[config.mk]
export PLATFORM = sky130hd
export DESIGN_NAME = cmem
export DESIGN_NICKNAME = d
export VERILOG_FILES = /design/src/rtl/cmem.sv
export SDC_FILE = /design/constraint.sdc
export NUM_CORES = 2
export LEC_CHECK = 0
export ABC_AREA = 1
export CAP_MARGIN = 30
export CELL_PAD_IN_SITES_DETAIL_PLACEMENT = 1
export CELL_PAD_IN_SITES_GLOBAL_PLACEMENT = 2
export CORE_MARGIN = 3
export CORE_UTILIZATION = 37
export CTS_CLUSTER_SIZE = 14
export DETAILED_ROUTE_END_ITERATION = 16
export GPL_TIMING_DRIVEN = 0
export PLACE_DENSITY = 0.91
export SKIP_CTS_REPAIR_TIMING = 1
export SYNTH_ARGS = -nofsm -noshare
export SYNTH_HDL_FRONTEND = slang
export SYNTH_SLANG_ARGS = --single-unit
[constraint.sdc]
create_clock -name clk -period 42.7 [get_ports clk]
set_clock_uncertainty 0.05 [all_clocks]
set_input_delay 8.54 -clock clk [delete_from_list [all_inputs] [get_ports clk]]
set_output_delay 8.54 -clock clk [all_outputs]
set_load 0.005 [all_outputs]
[src/rtl/cmem.sv]
`default_nettype none
// +----------------------------------------------------------------------------+
// | Module     : cmem                                                          |
// | Description: 64 x 16 coefficient memory for the FIR MAC datapath. Single   |
// |              port with a shared read/write address, registered read data,  |
// |              write-first read-during-write, and asynchronous clear of the   |
// |              whole array. Optional even-parity protection per entry is     |
// |              enabled by defining CMEM_PARITY_EN (adds port parity_err).    |
// | Revision   : 1.0 - initial release                                          |
// +----------------------------------------------------------------------------+
module cmem #(
  parameter int DATA_W = 16,
  parameter int DEPTH  = 64,
  parameter int ADDR_W = 6    // 2**ADDR_W must equal DEPTH
) (
  input  logic              clk,
  input  logic              rst,
  input  logic [ADDR_W-1:0] addr,
  input  logic              w_en,
  input  logic [DATA_W-1:0] data_in,
  output logic [DATA_W-1:0] data_out
`ifdef CMEM_PARITY_EN
  ,
  output logic              parity_err
`endif
);

  // Flop-based storage: the entire array has to clear on asynchronous reset,
  // which a RAM macro cannot do.
  logic [DATA_W-1:0] mem_q [DEPTH];
  logic [DATA_W-1:0] data_out_q;
  logic [DATA_W-1:0] data_out_d;

  // Storage update: clear everything on reset, otherwise write the addressed entry.
  always_ff @(posedge clk or posedge rst) begin
    if (rst) begin
      for (int i = 0; i < DEPTH; i++) begin
        mem_q[i] <= '0;
      end
    end else if (w_en) begin
      mem_q[addr] <= data_in;
    end
  end

  // Write-first read mux: a write on this edge is returned directly.
  always_comb begin
    data_out_d = mem_q[addr];
    if (w_en) begin
      data_out_d = data_in;
    end
  end

  // Registered read port, 1-cycle latency.
  always_ff @(posedge clk or posedge rst) begin
    if (rst) begin
      data_out_q <= '0;
    end else begin
      data_out_q <= data_out_d;
    end
  end

  assign data_out = data_out_q;

`ifdef CMEM_PARITY_EN
  // Even parity: the stored bit makes the total count of ones (data + bit) even,
  // so an all-zero entry with a zero parity bit is consistent after reset.
  logic par_q [DEPTH];
  logic parity_err_q;
  logic parity_err_d;

  // Parity storage tracks the data array write-for-write.
  always_ff @(posedge clk or posedge rst) begin
    if (rst) begin
      for (int i = 0; i < DEPTH; i++) begin
        par_q[i] <= 1'b0;
      end
    end else if (w_en) begin
      par_q[addr] <= ^data_in;
    end
  end

  // Parity check of the word being read; write-first reads are fresh and never flag.
  always_comb begin
    parity_err_d = (^mem_q[addr]) != par_q[addr];
    if (w_en) begin
      parity_err_d = 1'b0;
    end
  end

  // Registered error flag, aligned with data_out.
  always_ff @(posedge clk or posedge rst) begin
    if (rst) begin
      parity_err_q <= 1'b0;
    end else begin
      parity_err_q <= parity_err_d;
    end
  end

  assign parity_err = parity_err_q;
`endif

endmodule
`default_nettype wire

==> results.md <==
- Max-Cap Viols: 0
- Via count: 48400
- Status: completed
- Post-synth EDFFs: 0
- Final wirelength: 235 mm
- Slowest-stage cell, CP: inv_1
- Clk network pwr share: 38.5%
- PwrDens: 47.8 mW/mm^2
- Leading post-synthesis cells by cell area: dfrtp_1 53%, nand2_1 28%, o21ai_0 8.6%
- Top-area cell type share of the netlist area: 53.2%
- CP bufs+invs: 5
- # H-tree levels: 3
- CP Launch Point: addr[2]
- Reg2reg end: data_out[2]$_DFF_PP0_
- Post-layout util: 43.3%
- Most frequent cells in the layout: 3639 x nand2_1, 1040 x dfrtp_1, 841 x o21ai_0
- Die height: 370 microns
- Share of cells above drive strength 1: 5.55%
- NetSw: 843 uW
- Placed Area: 0.0524 sq mm
- CP Cell Sequence: clkdlybuf4s50_1 -> inv_2 -> nor2_1 -> inv_1 -> nor2_1 -> nand2_1 -> inv_1 -> nand2_1 -> clkbuf_1 -> o21ai_0
- Worst-Margin Slew: 1.14 ns
- RSZ-0062 raised after global routing: false
- 1st-iter DRT viols: 5440
- Hold crit path type: reg2reg
- Io pins: 41
- Relative slew slack: 24.0%
- Combinational Power Share: 16.6%
- Capturing element type of the critical path: register
- CP arrival: 12.41 ns
- Maximum fanout along the worst path: 10
- WP data required: 43.31 ns
- TritonCTS clock tree: built
- Clk slew on worst S/H paths: 0.06 ns
- CTS max path bufs: 3
- Final Hold Fails: 0
- Synthesized Nets: 6720
- Reg2reg setup slack: 40.46 ns
- Gr usage total: 34.1%
- Antenna-violating nets left: 0
- Yosys reg bits: 1040
- Crit-path max cell delay: 0.76 ns
- Final instance area: 0.0564 sq mm
- CTS buffer count: 117
- Count of unique library cells instantiated by Yosys: 21
- Commonest non-fill, non-tap cell in the layout: nand2_1
- Root Driver: clkbuf_16
- Ys async rst share: 100%
- First-pass GRT wire length: 338 mm
- Worst vdd ir: 0.0000310 V
- Row count: 132
- Achievable Freq: 84.7 MHz
- Lkg Pwr: 28.8 nW
- DRC viols: 0
- Final Cycle Share: 27.6%
- Mean Syn Cell Area: 7.30 sq um
- Startpoint types: input port
- Port Buffer Count: 36
- Drt first pass iters: 8
- Starting Density: 37.5%
- Initial antenna violation count: 13
- Die width: 370 microns
- Worst setup path class: in2reg
- Reg-to-reg startpoint: mem_q[482]$_DFFE_PP0P_
- Hpwl dp: 173 mm
- Worst r2r path cells: 10
- Largest net degree at the start of global routing: 128
- Synth-to-Final Area Change: 15.3%
- Synth warnings: 0
- Wirelength per Cell: 26.9 microns
- WP depth: 10
- Switching Share: 31.2%
- Mapped cell area: 0.0489 sq mm
- Slew Viols, Final: 0
- Core area: 0.130 sq mm
- Main synth FF type: dfrtp_1
- Setup TNS: 0 ns
- Die area: 0.137 sq mm
- Worst Setup EP: mem_q[677]$_DFFE_PP0P_
- Post-Syn Instances: 6695
- P_int: 1.85 mW
- Reg power frac: 44.9%
- # nets final: 6938
- Remaining Overflow, GRT: 0
- Post-synthesis sequential area ratio: 53.2%
- Number of global-route vias before repair: 48400
- Synth area leader: dfrtp_1
- Final Critical Period: 11.80 ns
- Total power: 2.70 mW
- Routed vias/inst: 5.53
- GP Congestion: 1.01
- Family with the most delay on the worst path: buffers and inverters
- Finish-stage setup viols: 0
- Latest clock arrival within the worst-skew pair: 0.79 ns
- CTS Sinks: 1040
final cells by class:
| cell class | count | area [sq um] |
|---|---|---|
| fillers | 16300 | 73900 |
| flip-flops and latches | 1040 | 26000 |
| multi-input cells | 5016 | 20300 |
| clock buffers | 177 | 3450 |
| well taps | 1742 | 2180 |
| plain buffers | 506 | 2060 |
| repair buffers | 99 | 1430 |
| inverters | 133 | 507 |
| clock inverters | 38 | 407 |
| diodes | 1 | 2.50 |
Yosys cell counts (3+ instances only):
cell and number:
a21oi_1 189, nand2_1 3639, nor2_1 247, inv_1 128
nor3_1 4, o21ai_0 841, nor3_4 4, o21ai_1 53
inv_2 5, clkbuf_1 355, buf_1 30, dfrtp_1 1040
or2_2 3, nand3_1 27, nor3_2 3, buf_2 120
worst min-delay path by stage:
| stage | start | end | cells after the start |
|---|---|---|---|
| after CTS | mem_q[582]$_DFFE_PP0P_ | mem_q[582]$_DFFE_PP0P_ | 2 |
| after detailed placement | mem_q[747]$_DFFE_PP0P_ | mem_q[747]$_DFFE_PP0P_ | 2 |
| after global placement | mem_q[640]$_DFFE_PP0P_ | mem_q[640]$_DFFE_PP0P_ | 2 |
| after floorplan | mem_q[464]$_DFFE_PP0P_ | mem_q[464]$_DFFE_PP0P_ | 2 |
| after global routing | mem_q[273]$_DFFE_PP0P_ | mem_q[273]$_DFFE_PP0P_ | 2 |
| final | mem_q[102]$_DFFE_PP0P_ | mem_q[102]$_DFFE_PP0P_ | 2 |
power by group through the flow:
stage,clock (mW),combinational (mW),sequential [mW]
6_report,1.04,0.447,1.21
3_5_place_dp,0,0.432,1.22
3_3_place_gp,0,0.407,1.22
5_1_grt,1.09,0.493,1.23
4_1_cts,1.04,0.436,1.21
2_1_floorplan,0,0.262,1.20
routing by layer:
metal	share of wire, %	GRT usage, %	routed length (microns)
met3	9.9	9.03	23300
met4	5.4	16.5	12800
met2	42	49.7	99100
met1	43	47.0	100000
met5	0.026	0	60
tightest hold or removal path, delay by kind of cell, from the launching register on:
| family | cells | cell delay, ns |
|---|---|---|
| flip-flops | 1 | 0.34 |
| AO/OA/AOI/OAI | 1 | 0.05 |
| AND/OR/NAND/NOR | 1 | 0.05 |
cells by family after synthesis:
group / count (synthesis) / synth area share [%]
flops: 1040 / 53.2
buf+inv: 639 / 5.22
simple gates: 3931 / 30.4
compound gates: 1085 / 11.1
flip-flops by register name, indices dropped and copies added (netlist names):
register / count
mem_q: 1024
data_out: 16
through the flow:
stage,hold slack [ns],std cells,worst slack (ns)
floorplan,0.395,6695,4.84
global placement,0.412,8473,-8.27
detailed placement,0.423,8530,30.42
CTS,0.437,8745,31.21
global route,0.456,8751,31.04
finish,0.431,8752,30.90
No activity file was read; power rests on OpenSTA's default activity.
